## src/rtl/mac_pkg.sv

```systemverilog
// Shared definitions for the GMII MAC link sequencer: state encoding and default timing.
package mac_pkg;

  typedef enum logic [3:0] {
    ST_IDLE     = 4'd0,
    ST_ARP_REQ  = 4'd1,
    ST_ARP_SEND = 4'd2,
    ST_ARP_WAIT = 4'd3,
    ST_ARP_NAP0 = 4'd4,
    ST_NAP      = 4'd5,
    ST_CHECK    = 4'd6,
    ST_WAIT     = 4'd7,
    ST_SEND     = 4'd8,
    ST_RECV     = 4'd9,
    ST_FAIL     = 4'd10
  } link_state_t;

  localparam int unsigned DEF_BOOT_CYC      = 125_000_000;
  localparam int unsigned DEF_ARP_RETRY_CYC = 125_000_000;
  localparam int unsigned DEF_NAP_CYC       = 90;
  localparam int unsigned DEF_N_TX          = 2;
  localparam int unsigned DEF_ARP_MAX_RETRY = 8;

  // States whose duration is measured by the wait counter.
  function automatic logic is_counting(link_state_t s);
    return (s == ST_IDLE) || (s == ST_ARP_WAIT) || (s == ST_NAP);
  endfunction

endpackage

```

## src/rtl/mac_link_ctrl_rr_arbiter.sv

```systemverilog
// Round-robin arbiter: combinational one-hot winner searched from last+1, plus the last-grant pointer.
module rr_arbiter
  import mac_pkg::*;
#(
  parameter int unsigned N = DEF_N_TX
) (
  input  logic         gmii_tx_clk,
  input  logic         rst,
  input  logic [N-1:0] req,
  input  logic         load,
  output logic [N-1:0] grant
);

  localparam int unsigned IW = (N > 1) ? $clog2(N) : 1;

  logic [IW-1:0] last_reg;
  logic          found;
  int            win;

  always_comb begin
    found = 1'b0;
    win   = 0;
    grant = '0;
    for (int k = 1; k <= int'(N); k++) begin
      for (int i = 0; i < int'(N); i++) begin
        if (!found && req[i] && (i == (int'(last_reg) + k) % int'(N))) begin
          found = 1'b1;
          win   = i;
        end
      end
    end
    for (int i = 0; i < int'(N); i++) begin
      grant[i] = found && (i == win);
    end
  end

  // Reset to N-1 so the very first grant goes to client 0.
  always_ff @(posedge gmii_tx_clk or posedge rst) begin
    if (rst) begin
      last_reg <= IW'(N - 1);
    end else if (load) begin
      last_reg <= IW'(win);
    end
  end

endmodule

```

## src/rtl/mac_link_ctrl.sv

```systemverilog
// Link sequencer: boot wait, ARP resolution with retry, then RX-priority / round-robin TX arbitration.
// Optional ARP retry limit enabled by defining MAC_ARP_RETRY_LIMIT_EN.
module mac_link_ctrl
  import mac_pkg::*;
#(
  parameter int unsigned BOOT_CYC      = DEF_BOOT_CYC,
  parameter int unsigned ARP_RETRY_CYC = DEF_ARP_RETRY_CYC,
  parameter int unsigned NAP_CYC       = DEF_NAP_CYC,
  parameter int unsigned N_TX          = DEF_N_TX,
  parameter int unsigned CNT_W         = 32,
  parameter int unsigned ARP_MAX_RETRY = DEF_ARP_MAX_RETRY
) (
  input  logic            gmii_tx_clk,
  input  logic            rst,
  output logic            arp_request_req,
  input  logic            mac_send_end,
  input  logic            arp_found,
  input  logic            mac_not_exist,
  input  logic            almost_full,
  input  logic            udp_rx_dv,
  output logic            fs_udp_rx,
  input  logic            fd_udp_rx,
  input  logic [N_TX-1:0] fs_tx,
  input  logic [N_TX-1:0] fd_tx,
  output logic [N_TX-1:0] tx_grant,
  output logic            link_up,
  output logic            arp_fail,
  output logic [3:0]      state_o
);

  localparam logic [CNT_W-1:0] BOOT_LAST  = CNT_W'(BOOT_CYC - 1);
  localparam logic [CNT_W-1:0] RETRY_LAST = CNT_W'(ARP_RETRY_CYC - 1);
  localparam logic [CNT_W-1:0] NAP_LAST   = CNT_W'(NAP_CYC - 1);

  link_state_t     state_reg, state_next;
  logic [CNT_W-1:0] cnt_reg, cnt_next;
  logic [N_TX-1:0]  grant_reg, grant_next;
  logic [N_TX-1:0]  arb_grant;
  logic             arb_load;
  logic             wait_timeout;
  logic             retry_exhausted;

  assign wait_timeout = (cnt_reg == RETRY_LAST);

  rr_arbiter #(.N(N_TX)) u_arb (
    .gmii_tx_clk (gmii_tx_clk),
    .rst         (rst),
    .req         (fs_tx),
    .load        (arb_load),
    .grant       (arb_grant)
  );

  always_comb begin
    state_next = state_reg;
    case (state_reg)
      ST_IDLE:     if (cnt_reg == BOOT_LAST) state_next = ST_ARP_REQ;
      ST_ARP_REQ:  state_next = ST_ARP_SEND;
      ST_ARP_SEND: if (mac_send_end) state_next = ST_ARP_WAIT;
      ST_ARP_WAIT: begin
        if (arp_found)         state_next = ST_ARP_NAP0;
        else if (wait_timeout) state_next = retry_exhausted ? ST_FAIL : ST_ARP_REQ;
      end
      ST_ARP_NAP0: state_next = ST_NAP;
      ST_NAP:      if (cnt_reg == NAP_LAST) state_next = ST_CHECK;
      ST_CHECK: begin
        if (mac_not_exist)     state_next = ST_ARP_REQ;
        else if (!almost_full) state_next = ST_WAIT;
      end
      ST_WAIT: begin
        if (udp_rx_dv)  state_next = ST_RECV;
        else if (|fs_tx) state_next = ST_SEND;
      end
      ST_SEND:     if (|(fd_tx & grant_reg)) state_next = ST_NAP;
      ST_RECV:     if (fd_udp_rx) state_next = ST_NAP;
`ifdef MAC_ARP_RETRY_LIMIT_EN
      ST_FAIL:     state_next = ST_FAIL;
`endif
      default:     state_next = ST_IDLE;
    endcase
  end

  // Counter restarts on every state change so each dwell begins at zero.
  always_comb begin
    cnt_next = cnt_reg;
    if (state_next != state_reg)   cnt_next = '0;
    else if (is_counting(state_reg)) cnt_next = cnt_reg + CNT_W'(1);
  end

  assign arb_load = (state_reg == ST_WAIT) && (state_next == ST_SEND);

  always_comb begin
    grant_next = '0;
    if (state_next == ST_SEND) grant_next = (state_reg == ST_SEND) ? grant_reg : arb_grant;
  end

  always_ff @(posedge gmii_tx_clk or posedge rst) begin
    if (rst) begin
      state_reg <= ST_IDLE;
      cnt_reg   <= '0;
      grant_reg <= '0;
    end else begin
      state_reg <= state_next;
      cnt_reg   <= cnt_next;
      grant_reg <= grant_next;
    end
  end

`ifdef MAC_ARP_RETRY_LIMIT_EN
  localparam int unsigned RW = $clog2(ARP_MAX_RETRY + 1);
  logic [RW-1:0] retry_reg;

  always_ff @(posedge gmii_tx_clk or posedge rst) begin
    if (rst) begin
      retry_reg <= '0;
    end else if (state_reg == ST_ARP_WAIT) begin
      if (arp_found)         retry_reg <= '0;
      else if (wait_timeout) retry_reg <= retry_reg + RW'(1);
    end
  end

  assign retry_exhausted = (retry_reg == RW'(ARP_MAX_RETRY - 1));
  assign arp_fail        = (state_reg == ST_FAIL);
`else
  assign retry_exhausted = 1'b0;
  assign arp_fail        = 1'b0;
`endif

  assign arp_request_req = (state_reg == ST_ARP_REQ);
  assign fs_udp_rx       = (state_reg == ST_RECV);
  assign link_up         = state_reg inside {ST_NAP, ST_CHECK, ST_WAIT, ST_SEND, ST_RECV};
  assign tx_grant        = grant_reg;
  assign state_o         = state_reg;

endmodule

```

## config.mk

```make
export PLATFORM = sky130hd
export DESIGN_NAME = mac_link_ctrl
export DESIGN_NICKNAME = d
export VERILOG_FILES = /design/src/rtl/mac_pkg.sv /design/src/rtl/mac_link_ctrl_rr_arbiter.sv /design/src/rtl/mac_link_ctrl.sv
export SDC_FILE = /design/constraint.sdc
export NUM_CORES = 1
export LEC_CHECK = 0
export BUFFER_PORTS_ARGS = -buffer_cell sky130_fd_sc_hd__buf_2
export CAP_MARGIN = 25
export CORE_MARGIN = 2
export CORE_UTILIZATION = 55
export CTS_CLUSTER_DIAMETER = 120
export DETAILED_ROUTE_END_ITERATION = 8
export MAX_ROUTING_LAYER = met4
export PLACE_DENSITY_LB_ADDON = 0.1
export SETUP_SLACK_MARGIN = 0.2
export SLEW_MARGIN = 30
export SYNTH_ARGS = -nofsm -noshare
export SYNTH_HDL_FRONTEND = slang
export SYNTH_SLANG_ARGS = --single-unit
```

## constraint.sdc

```tcl
create_clock -name gmii_tx_clk -period 3.3 [get_ports gmii_tx_clk]
set_input_delay 0.165 -clock gmii_tx_clk [delete_from_list [all_inputs] [get_ports gmii_tx_clk]]
set_output_delay 0.165 -clock gmii_tx_clk [all_outputs]
set_load 0.1 [all_outputs]
```

==> impl_metrics.csv <==
group,metric,value,unit
timing,rsz0062_at_grt,"no",
layout,regArea,977,sq um
layout,finalNetCount,305,
global_route,grt_pass1_vias,1995,
clock_tree,htreeDepth,2,
drt,drt_wl_total,5740,um
timing,skew,0.00464,ns
worst_setup_path,end_kind,"register",
layout,largest_reg_flops,32,
placement,dp_hpwl,3910,um
timing,max_freq,370,MHz
hold_path,hp-class,"in2async",
drt,num_vias,2082,
clock_tree,post_cts_buffers,0,
power_and_ir_drop,ir_drop,0.760,mV
logic_synthesis,avgSynthCellArea,9.44,sq um
drt,routedWlPerCell,16.7,um
worst_setup_path,crit_slowest_cell,"or4_1",
drt,drc,0,
clock_tree,cts-root-buf,"clkbuf_8",
worst_setup_path,startpoint_type,"register",
layout,fill_cells,392,
timing,hold_viol,17,
timing,fin_tns_setup,0,ns
global_route,grt_pass1_wl,9870,um
placement,port_buffers,20,
logic_synthesis,ys_seq_area_share,37.8,%
die,row_count,24,
layout,n_antenna_cell,0,
worst_setup_path,required,3.51,ns
clock_tree,clock-sinks,39,
timing,setup-violations-final,0,
layout,final_util,64.0,%
global_route,grt_antenna_before_repair,0,
layout,multiInputGateArea,0.00150,sq mm
die,die_y,72.6,um
timing,post-route-min-period,2.70,ns
power_and_ir_drop,p_leak,1.10,nW
placement,placed_cells,336,
worst_setup_path,critPathKind,"reg2reg",
die,die_w,72.6,um
clock_tree,cts_max_path_buffers,2,
logic_synthesis,async_reset_ff_share,100,%
timing,period_share,81.8,%
die,initial_utilization,58.2,%
clock_tree,cts_tree,"done",
die,dieArea,0.00527,sq mm
power_and_ir_drop,power_density,767,mW/mm^2
worst_setup_path,crit_path_max_incr_delay,0.53,ns
clock_tree,ctsHoldBuffers,0,
power_and_ir_drop,p_total,0.00218,W
clock_tree,clock_latency,0.29,ns
status,failed_checks,"hold timing",
timing,hold_ws,-0.00952,ns
timing,worstMarginPinSlew,0.852,ns
logic_synthesis,ys_seq_elements,39,
worst_setup_path,cp_data_arrival_time,2.91,ns
layout,drive_gt1_share,26.0,%
logic_synthesis,synthFlopType,"dfrtp_1",
drt,via_per_inst,6.05,
die,io_pins,22,
timing,setup_ws,0.599,ns
global_route,grt.total_usage,25.0,%
clock_tree,numCtsBuffers,5,
global_route,gr-total-overflow,0,
logic_synthesis,synth_edf_count,0,
clock_tree,ctsResizeCount,0,
logic_synthesis,synth.cell_area,0.00259,sq mm
die,fp.coreArea,0.00444,sq mm
drt,drt_pass1_iterations,4,
worst_setup_path,ff2ff_path_depth,7,
logic_synthesis,syn_nets,288,
clock_tree,clkSlewWorstSetupHoldPaths,0.08,ns
logic_synthesis,ys_warn_count,0,
placement,gp_congestion,0.832,
layout,finalNonFillerCells,344,
timing,slew_violations,0,
layout,area_growth,10.1,%
timing,relSlewSlack,42.9,%
worst_setup_path,critical_path.cell_chain,"nand3b_1 > or4_1 > or4_4 > a211o_2 > xor2_4 > buf_12 > nor3b_1",
logic_synthesis,postSynthCellCount,274,
flow_run,drv_cap,0,
logic_synthesis,ys_types,50,
global_route,grt_start_max_net_pins,33,
drt,drtIter0Drc,197,
placement,place_ws,0.618,ns
drt,ant_nets,0,
status,status,"complete, but fails checks",
worst_setup_path,cp_max_fo,32,
## logic make-up after synthesis
family / Yosys count / share of synthesized area [%]
flops: 39 / 37.8
simple gates: 150 / 38.1
buf+inv: 25 / 5.18
fa+ha+maj: 2 / 0.967
xor+xnor: 32 / 11.6
compound gates: 25 / 6.24
other cells: 1 / 0.145
## per-stage QoR
| stage | instance area, sq um | hold slack, ns |
|---|---|---|
| 6_report | 2850 | -0.00952 |
| 5_1_grt | 2850 | 0.0550 |
| 4_1_cts | 2850 | 0.0144 |
| 3_5_place_dp | 2740 | 0.329 |
| 3_3_place_gp | 2740 | 0.323 |
| 2_1_floorplan | 2600 | 0.228 |
## layout make-up
| cell class | count | share of cell area [%] |
|---|---|---|
| sequential | 39 | 34.3 |
| tap | 52 | 2.29 |
| multi-input combinational | 210 | 52.6 |
| inverter | 10 | 1.32 |
| clock inverter | 1 | 1.05 |
| timing repair buffer | 25 | 5.71 |
| clock buffer | 7 | 2.68 |
## worst max-delay path, delay by kind of cell, from the launching register on
| kind | cells | cell delay, ns |
|---|---|---|
| and+or+nand+nor | 4 | 1.39 |
| xor gates and xnor gates | 1 | 0.17 |
| buffers and inverters | 1 | 0.19 |
| DFF | 1 | 0.46 |
| AOI/OAI and AO/OA | 1 | 0.40 |
## report_power, final
part | switching, W | total, W | internal [W] | leakage [nW]
clock network | 0.000166 | 0.000392 | 0.000226 | 0.0524
registers | 0.0000852 | 0.000598 | 0.000512 | 0.537
logic | 0.000875 | 0.00119 | 0.000318 | 0.514
total | 0.00113 | 0.00218 | 0.00106 | 1.10
## cell usage in the layout (no fill, tap or decap), types with 3 or more instances in the layout
cell and count:
a31oi_1 3, and3_1 3, dfrtp_1 38, nor3_1 11, o21ai_0 3, buf_4 3, or3_1 3, xnor2_1 18
nand3_1 19, nand2b_1 7, nand3b_1 5, inv_1 10, nor4_1 13, nand2_1 17, nand4_1 8, buf_2 20
nor3_2 30, xor2_1 13, nor2_1 14, o31ai_1 4, a21oi_1 7, clkbuf_8 5
## routing by layer
| layer | track usage [%] | up-vias | share of wire, % |
|---|---|---|---|
| li1 | - | 1022 | - |
| met1 | 36.8 | 980 | 50 |
| met2 | 34.2 | 69 | 43 |
| met3 | 4.97 | 11 | 5.7 |
| met4 | 8.85 | 0 | 1.5 |
| met5 | - | - | 0 |
## final timing paths
kind | start | slack (ns) | end
worst max register to register | cnt_reg[6]$_DFFE_PP0P_ | 0.60 | cnt_reg[1]$_DFFE_PP0P_
worst max-delay path | cnt_reg[6]$_DFFE_PP0P_ | 0.60 | cnt_reg[1]$_DFFE_PP0P_
worst min-delay path | rst | -0.01 | tx_grant[0]$_DFFE_PP0P_
worst min register to register | tx_grant[0]$_DFFE_PP0P_ | 0.55 | tx_grant[0]$_DFFE_PP0P_
min in group gmii_tx_clk | fs_tx[0] | 0.11 | u_arb.last_reg$_DFFE_PP1P_
max in group asynchronous | rst | 2.53 | cnt_reg[5]$_DFFE_PP0P_
## Yosys cell counts, types with 4 or more instances
cell / n / area share (%)
nand2b_1: 7 / 1.7
dfrtp_1: 38 / 37
nand3_1: 19 / 3.7
nand3b_1: 5 / 1.5
inv_1: 10 / 1.5
nand2_1: 17 / 2.5
xor2_1: 13 / 4.4
nor2_1: 14 / 2.0
nand4_1: 8 / 1.9
nor3_1: 12 / 2.3
xnor2_1: 18 / 6.1
a21oi_1: 7 / 1.4
buf_4: 4 / 1.2
nor3_2: 29 / 11
o31ai_1: 4 / 1.2
clkbuf_1: 6 / 0.87
nor4_1: 13 / 3.1
(Power assumes the default switching activity.)
